<file path="src/rtl/fusion_ctrl.sv">
// Timing and mode controller for the IR/CCD fusion pipeline: locks to the input
// frame, regenerates latency-aligned output counters and switches modes on frame edges.
module fusion_ctrl #(
    parameter int unsigned PERIOD_X = 864,
    parameter int unsigned PERIOD_Y = 625,
    parameter int unsigned LAT      = 1736
) (
    input  logic       pixelclk_is,
    input  logic       reset_is,
    input  logic [9:0] YSTART_IM,
    input  logic [9:0] XSTART_IM,
    input  logic [9:0] ycount_im,
    input  logic [9:0] xcount_im,
    input  logic [3:0] mode_im,
    output logic [9:0] YSTART_OM,
    output logic [9:0] XSTART_OM,
    output logic [9:0] ycount_om,
    output logic [9:0] xcount_om,
    output logic       valid_o,
    output logic       sof_o,
    output logic [1:0] sel_o,
    output logic       gray_o,
    output logic       lock_o,
    output logic [7:0] err_cnt_o
);

    localparam int unsigned FLEN     = PERIOD_X * PERIOD_Y;
    localparam logic [19:0] FLEN_M1  = 20'(FLEN - 1);
    localparam logic [19:0] FMISS    = 20'(FLEN + PERIOD_X);
    localparam logic [9:0]  X_LAST   = 10'(PERIOD_X - 1);
    localparam logic [9:0]  Y_LAST   = 10'(PERIOD_Y - 1);
    // Output (0,0) must be visible LAT cycles after the input SOF cycle, so the
    // fill count is LAT-2 and LAT==1 starts the output straight from the SOF edge.
    localparam logic [17:0] LAT_LOAD = (LAT > 1) ? 18'(LAT - 2) : 18'd0;
    localparam bit          DIRECT   = (LAT == 1);

    typedef enum logic [1:0] {IDLE, FILL, RUN} state_t;

    state_t      state, state_nx;
    logic        prev_zero, in_zero, sof_in;
    logic [19:0] fcnt;
    logic [17:0] lcnt;
    logic [3:0]  mode_pend, mode_act;
    logic [9:0]  ystart_pend, xstart_pend;
    logic        frame_err, frame_miss, x_wrap, y_wrap;
    logic        do_load, do_start, do_drop, do_err;

    assign in_zero    = (xcount_im == '0) && (ycount_im == '0);
    assign sof_in     = in_zero && !prev_zero;
    assign frame_err  = sof_in && (state != IDLE) && (fcnt != FLEN_M1);
    assign frame_miss = !sof_in && (state != IDLE) && (fcnt == FMISS);
    assign x_wrap     = (xcount_om == X_LAST);
    assign y_wrap     = (ycount_om == Y_LAST);

    always_ff @(posedge pixelclk_is or posedge reset_is) begin
        if (reset_is) state <= IDLE;
        else          state <= state_nx;
    end

    always_comb begin
        state_nx = state;
        do_load  = 1'b0;
        do_start = 1'b0;
        do_drop  = 1'b0;
        do_err   = 1'b0;
        case (state)
            IDLE: begin
                if (sof_in) begin
                    do_start = DIRECT;
                    do_load  = !DIRECT;
                    if (DIRECT) state_nx = RUN;
                    else        state_nx = FILL;
                end
            end
            FILL, RUN: begin
                if (frame_err) begin
                    do_err   = 1'b1;
                    do_drop  = 1'b1;
                    do_start = DIRECT;
                    do_load  = !DIRECT;
                    if (DIRECT) state_nx = RUN;
                    else        state_nx = FILL;
                end else if (frame_miss) begin
                    do_err   = 1'b1;
                    do_drop  = 1'b1;
                    state_nx = IDLE;
                end else if ((state == FILL) && (lcnt == '0)) begin
                    do_start = 1'b1;
                    state_nx = RUN;
                end
            end
            default: state_nx = IDLE;
        endcase
    end

    always_ff @(posedge pixelclk_is or posedge reset_is) begin
        if (reset_is) begin
            prev_zero   <= 1'b0;
            fcnt        <= '0;
            lcnt        <= '0;
            mode_pend   <= '0;
            mode_act    <= '0;
            ystart_pend <= '0;
            xstart_pend <= '0;
            YSTART_OM   <= '0;
            XSTART_OM   <= '0;
            ycount_om   <= '0;
            xcount_om   <= '0;
            valid_o     <= 1'b0;
            sof_o       <= 1'b0;
            lock_o      <= 1'b0;
            err_cnt_o   <= '0;
        end else begin
            prev_zero <= in_zero;
            if (sof_in)          fcnt <= '0;
            else if (fcnt != '1) fcnt <= fcnt + 1'b1;

            if (sof_in) begin
                mode_pend   <= mode_im;
                ystart_pend <= YSTART_IM;
                xstart_pend <= XSTART_IM;
            end

            if (do_load)                             lcnt <= LAT_LOAD;
            else if ((state == FILL) && (lcnt != '0)) lcnt <= lcnt - 1'b1;

            if (do_err && (err_cnt_o != '1)) err_cnt_o <= err_cnt_o + 1'b1;

            sof_o <= 1'b0;
            if (do_start) begin
                xcount_om <= '0;
                ycount_om <= '0;
                sof_o     <= 1'b1;
                valid_o   <= 1'b1;
                lock_o    <= 1'b1;
                mode_act  <= mode_pend;
                YSTART_OM <= ystart_pend;
                XSTART_OM <= xstart_pend;
            end else if (do_drop) begin
                valid_o <= 1'b0;
                lock_o  <= 1'b0;
            end else if (state == RUN) begin
                if (x_wrap) begin
                    xcount_om <= '0;
                    if (y_wrap) begin
                        ycount_om <= '0;
                        sof_o     <= 1'b1;
                        mode_act  <= mode_pend;
                        YSTART_OM <= ystart_pend;
                        XSTART_OM <= xstart_pend;
                    end else begin
                        ycount_om <= ycount_om + 1'b1;
                    end
                end else begin
                    xcount_om <= xcount_om + 1'b1;
                end
            end
        end
    end

    // Reserved modes 4..15 fall through to fusion.
    always_comb begin
        sel_o  = 2'd0;
        gray_o = 1'b0;
        case (mode_act)
            4'd1:    sel_o  = 2'd1;
            4'd2:    sel_o  = 2'd2;
            4'd3:    gray_o = 1'b1;
            default: ;
        endcase
    end

endmodule

</file>
<file path="config.mk">
export PLATFORM = sky130hd
export DESIGN_NAME = fusion_ctrl
export DESIGN_NICKNAME = d
export VERILOG_FILES = /design/src/rtl/fusion_ctrl.sv
export SDC_FILE = /design/constraint.sdc
export NUM_CORES = 1
export LEC_CHECK = 0
export CAP_MARGIN = 15
export CORE_MARGIN = 3
export CORE_UTILIZATION = 40
export CTS_CLUSTER_DIAMETER = 200
export DETAILED_ROUTE_END_ITERATION = 16
export PLACE_DENSITY = 0.6
export SLEW_MARGIN = 20
export SYNTH_ARGS = -nofsm -noshare
export SYNTH_HDL_FRONTEND = slang
export SYNTH_SLANG_ARGS = --single-unit
</file>
<file path="constraint.sdc">
create_clock -name pixelclk_is -period 6.7 [get_ports pixelclk_is]
set_input_delay 1.34 -clock pixelclk_is [delete_from_list [all_inputs] [get_ports pixelclk_is]]
set_output_delay 1.34 -clock pixelclk_is [all_outputs]
set_load 0.02 [all_outputs]
</file>
Word-level counts from Yosys, hierarchy flattened --
Cells that the tools add are included.
Storage, ports and cells: output and inout bits 54, logic and storage cells 114, register bits 119, input bits 46
Operators by class: muxes and demuxes 52, reduce and logical (&&, ||, !) cells 28, add/sub/neg operators 5, equal/unequal tests 14
Operators by type and width (count):
- two-way mux 10 bit | 19
- two-way mux 20 bit | 2
- inequality test 20 bit (second input constant) | 2
- two-way mux 18 bit | 2
- adder 10 x 1 -> 10 bit (second input constant) | 2
- adder 20 x 1 -> 20 bit (second input constant) | 1
- equality test 10 bit (second input constant) | 2
- equality test 20 bit (second input constant) | 1
- logical NOT 10 bit | 2
- two-way mux 4 bit | 5
- logical NOT 18 bit | 1
- nonzero test 18 bit | 1
- subtractor 18 x 1 -> 18 bit (second input constant) | 1
- two-way mux 1 bit | 17
- nonzero test 2 bit | 7
- logical AND 1 bit | 9
- adder 8 x 1 -> 8 bit (second input constant) | 1
- equality test 4 x 2 -> 1 bit (second input constant) | 2
- two-way mux 2 bit | 4
- inequality test 8 bit (second input constant) | 1
- case mux 2 bit (2 select lines) | 2
- equality test 4 x 1 -> 1 bit (second input constant) | 1
- inequality test 2 bit (second input constant) | 2
- inequality test 4 bit (second input constant) | 1
- other kinds (9) | 11

Longest topological paths before layout --
word-level depth 11, mapped depth 11, depth with buffers taken out 9

Least setup slack after synthesis --
Ideal clock, no wire load.
path type input to register, start point in xcount_im[6], end point reg XSTART_OM[5], data arrival time 3291 ps, data required time 6575 ps, setup time 125 ps, stages 9, buffers on the path 2, setup slack 3284 ps, path through nor4_1 > nand3_1 > o311a_1 > a21oi_1 > o21ai_1 > buf_2 > nor2_8 > buf_12 > mux2_4
Between the ends: word-level cells in the longest chain between the ends 11, elaborated cells on any way between the ends 20, those cells by class eq/ne (1); mux (7); reduce/logical (12)
Ends and longest elaborated chain:
- from (decl) | line 13 | input logic [9:0] xcount_im,
- logical NOT 10 bit (*) | line 48 | assign in_zero = (xcount_im == '0) && (ycount_im == '0);
- logical AND 1 bit (*) | line 48
- logical AND 1 bit (*) | line 49 | assign sof_in = in_zero && !prev_zero;
- logical NOT 1 bit | line 51 | assign frame_miss = !sof_in && (state != IDLE) && (fcnt == FMISS);
- logical AND 1 bit (2 in a row) | line 51
- two-way mux 1 bit | line 83 | end else if (frame_miss) begin
- two-way mux 1 bit | line 76 | if (frame_err) begin
- two-way mux 1 bit (on tied branches)
- inequality test 2 bit (no source line) or nonzero test 2 bit (tied branches)
- AND reduction 4 bit (no source line)
- to (signal assigned) | line 138 | XSTART_OM <= xstart_pend;
- to (signal assigned) | line 150 | XSTART_OM <= xstart_pend;
- to (decl) | line 16 | output logic [9:0] XSTART_OM,
Every way passes the cells marked *; elsewhere a longest branch is shown, timed or not. A chain may end at the register's enable or synchronous reset.

Worst setup path after layout --
start point in ycount_im[0], end point reg XSTART_OM[9]
Between the ends: word-level cells in the longest chain between the ends 11, elaborated cells on any way between the ends 20, those cells by class eq/ne (1); mux (7); reduce/logical (12)
Ends and longest elaborated chain:
- from (decl) | line 12 | input logic [9:0] ycount_im,
- logical NOT 10 bit (*) | line 48
- logical AND 1 bit (*) | line 48
- logical AND 1 bit (*) | line 49
- logical NOT 1 bit | line 51
- logical AND 1 bit (2 in a row) | line 51
- two-way mux 1 bit | line 83
- two-way mux 1 bit | line 76
- two-way mux 1 bit (on tied branches)
- inequality test 2 bit (no source line) or nonzero test 2 bit (tied branches)
- AND reduction 4 bit (no source line)
Marks and branches as above.

==> summary.md <==
| Metric | Value |
|---|---|
| Worst Path Max Fanout | 25 |
| Final setup TNS | 0 ps |
| Hold Path Cell Cnt | 2 |
| Unrepaired setup endpoints after global routing | no |
| Peak VDD IR | 168.0 uV |
| # DRC | 0 |
| Leakage | 3.260 nW |
| Fill count | 1207 |
| Port-buffer cells | approximately 100 |
| R2R depth | 7 |
| Core Util, Final | 53.69% |
| Crit path launch type | primary input |
| Global placement routability congestion | 0.8272 |
| Max_slew headroom | 32.09% |
| Reg-to-reg slack, setup | between 3000 and 4000 ps |
| Clk sinks | 119 |
| Critical Path AT | 4450 ps |
| Core area | about 0.014 sq mm |
| GR Overflow Total | 0 |
| Post-DP HPWL | 8578 um |
| Starting density of the core | 41.19% |
| Htree depth | 4 |
| Post-synthesis async set-or-reset flop share | 100.0% |
| Syn_area_per_cell | 10.14 sq um |
| Register area share after synthesis | 51.68% |
| IO Pins | 100 |
| Clock Tree Root | clkbuf_16 |
| Post-synth top flop | dfrtp_1 |
| Pins Over Slew Limit | 0 |
| Vias in the first global route | about 4400 |
| Post CTS Setup Buffer Count | 0 |
| Rows | 43 |
| Post-synth cell types | 57 |
| F_max | 240.5 MHz |
| 1st-iter DRT viols | 335 |
| Status | finished clean |
| Drt pass-1 iters | 4 |
| Clock slew at reported path FFs | 50 ps |
| Pin count of the biggest net entering global routing | 77 |
| Die area | ~0.016 sq mm |
| TritonCTS clock tree | built |
| Period utilisation layout | between 60% and 70% |
| Total GRT Usage | 16.63% |
| Post-cts sizing count | 0 |
| Drt total wl | 12540 um |
| HP Class | flop to flop |
| Die width | 126.0 um |
| Post-synth EDFFs | 0 |
| Hold Violations, Final | 0 |
| Power Dens Cells | approximately 220 mW/mm^2 |
| First-pass GRT wire length | 21490 um |
| # Max-Cap Violations | 0 |
| Min Tclk post-route | 4158 ps |
| DR vias | between 4000 and 5000 |
| Post-Syn Instances | 568 |
| Die height | 126.0 um |
| Hold endpoint | xstart_pend[0]$_DFFE_PP0N_ |
| Mapped Area | 0.005762 sq mm |
| Routed len/inst | 14.51 um |
| DRT antenna net count | 0 |
| Hold_buf cts | 0 |
| Worst r2r dst | XSTART_OM[9]$_DFFE_PP0P_ |
| Clock Path Buffers | 2 |
| Slew @ Worst Pin | 1019 ps |
| Endpoint class of the critical path | flop |
| Worst hold slack | ~480 ps |
| Final total power | 1.689 mW |
| Syn nets | 626 |
| N_diodes | 0 |
| Critical path data required time | ~7000 ps |
| Number of antenna violations at the first check in global routing | 0 |
| Area Growth Syn to Fin | 30.36% |
| # setup viols final | 0 |
| Clock network latency to the later pin of the worst-skew pair | between 400 and 500 ps |
| Clk_skew | between 10 and 15 ps |
| Crit path kind | primary input to flop |
| #FFs+latches synth | 119 |
| Fin nets | 729 |
| Synth warnings | 0 |
| Hold_sp | xstart_pend[0]$_DFFE_PP0N_ |
| Via-to-Cell Ratio | approximately 5 |
| Reg2reg start | lcnt[13]$_DFFE_PP0P_ |
| TritonCTS Buffers | 17 |
| Share of cells above drive strength 1 | 11.26% |
[per-layer routing]
| metal | track usage (%) | up-vias | routed length, um |
|---|---|---|---|
| li1 | - | 2194 | - |
| met1 | 22.24 | 2132 | 5847 |
| met2 | 25.92 | 67 | 6058 |
| met3 | 5.047 | 6 | 480 |
| met4 | 5.615 | 0 | 149 |
| met5 | 0 | - | 0 |
[synth_stat cells (2+ instances only)]
master / n / area [sq um]
dfrtp_1: 119 / 2978
nand2_1: 106 / 397.9
nor2_1: 52 / 195.2
nand3_1: 26 / 130.1
o21ai_0: 22 / 110.1
a21oi_1: 20 / 100.1
mux2_4: 19 / 285.3
xor2_1: 17 / 148.9
xnor2_1: 16 / 140.1
inv_1: 15 / 56.30
o31ai_1: 14 / 105.1
clkbuf_1: 12 / 45.04
ha_1: 12 / 150.1
nor3_1: 11 / 55.05
nor4_1: 11 / 68.82
or3_1: 10 / 62.56
nand4_1: 9 / 56.30
mux2_2: 7 / 78.83
and3_1: 6 / 37.54
or2_2: 5 / 31.28
and2_1: 4 / 25.02
nand2b_1: 4 / 25.02
nor3b_1: 4 / 30.03
buf_2: 3 / 15.01
nor4b_1: 3 / 26.28
a21o_1: 2 / 15.01
a22o_1: 2 / 17.52
a2bb2oi_1: 2 / 17.52
a31oi_1: 2 / 12.51
and4_1: 2 / 17.52
buf_12: 2 / 40.04
nand4bb_1: 2 / 22.52
nor2b_1: 2 / 12.51
nor4bb_1: 2 / 20.02
[layout make-up]
type,instances,area [sq um],area share [%]
tap,180,225.2,2.999
clock inverter,14,163.9,2.182
multi-input combinational,415,2625,34.95
inverter,15,58.81,0.7829
sequential,119,2978,39.65
clock buffer,18,439.2,5.847
timing repair buffer,103,1021,13.59
[flip-flops by register name, indices dropped and copies added, names as in the netlist]
signal       count
sof_o            1
lcnt            18
mode_act         4
mode_pend        4
xstart_pend     10
ystart_pend     10
state            2
YSTART_OM       10
lock_o           1
ycount_om       10
prev_zero        1
XSTART_OM       10
err_cnt_o        8
xcount_om       10
fcnt            20
[kinds of logic after synthesis]
group | after synthesis | share of synthesized area (%)
AO/OA/AOI/OAI | 75 | 8.296
XOR/XNOR | 33 | 5.016
adder cells (fa/ha/maj) | 12 | 2.606
buffers and inverters | 34 | 2.910
flip-flops | 119 | 51.68
multiplexers | 27 | 6.493
AND/OR/NAND/NOR | 268 | 23.00
[worst max-delay path, cell delays in order]
cell and delay (ps):
clkdlybuf4s50_1 390, nor4_1 290, nand3_1 230, o311a_1 450, a211oi_4 680, nor2_2 170
nor2_8 480, mux2_2 400
[metrics by stage]
stage / instance area, sq um / std cells / setup slack, ps
global placement: 6908 / 832 / 2183
finish: 7511 / 864 / 2542
CTS: 7511 / 864 / 2552
floorplan: 5762 / 568 / 2203
global route: 7511 / 864 / 2351
detailed placement: 6908 / 832 / 2092
[cells in the final DEF, fill, tap and decap left out, drive strengths merged, types with 3 or more instances in the layout]
cell	netlist	layout
o21ai	23	23
and3	6	6
xor2	17	17
nor2	54	54
clkbuf	12	18
clkdlybuf4s50	0	99
nand3	26	26
dfrtp	119	119
buf	7	4
nor4b	3	3
nor3b	4	4
clkinv	0	4
nand4	10	10
nand2	106	106
a21oi	20	20
or2	5	5
mux2	26	26
inv	15	22
nor3	12	12
nor4	11	11
nand2b	4	4
or3	10	10
xnor2	16	16
o31ai	14	14
ha	12	12
and2	4	4
[worst max path at each step]
stage,cells after the start,end,startpoint,slack (ps)
6_report,8,XSTART_OM[9]$_DFFE_PP0P_,ycount_im[0],2540
5_1_grt,8,XSTART_OM[9]$_DFFE_PP0P_,ycount_im[0],2350
4_1_cts,8,XSTART_OM[9]$_DFFE_PP0P_,xcount_im[6],2550
3_5_place_dp,8,XSTART_OM[9]$_DFFE_PP0P_,xcount_im[6],2090
3_3_place_gp,8,YSTART_OM[9]$_DFFE_PP0P_,ycount_im[0],2180
2_1_floorplan,1,XSTART_OM[0]$_DFFE_PP0P_,reset_is,2200
[power by group]
group,leakage [nW],switching (mW),internal (mW)
registers,1.53,0.00205,0.720
clock network,0.293,0.355,0.568
logic,1.43,0.0195,0.0252
total,3.26,0.376,1.31
Power figures use the tool's default switching activity.
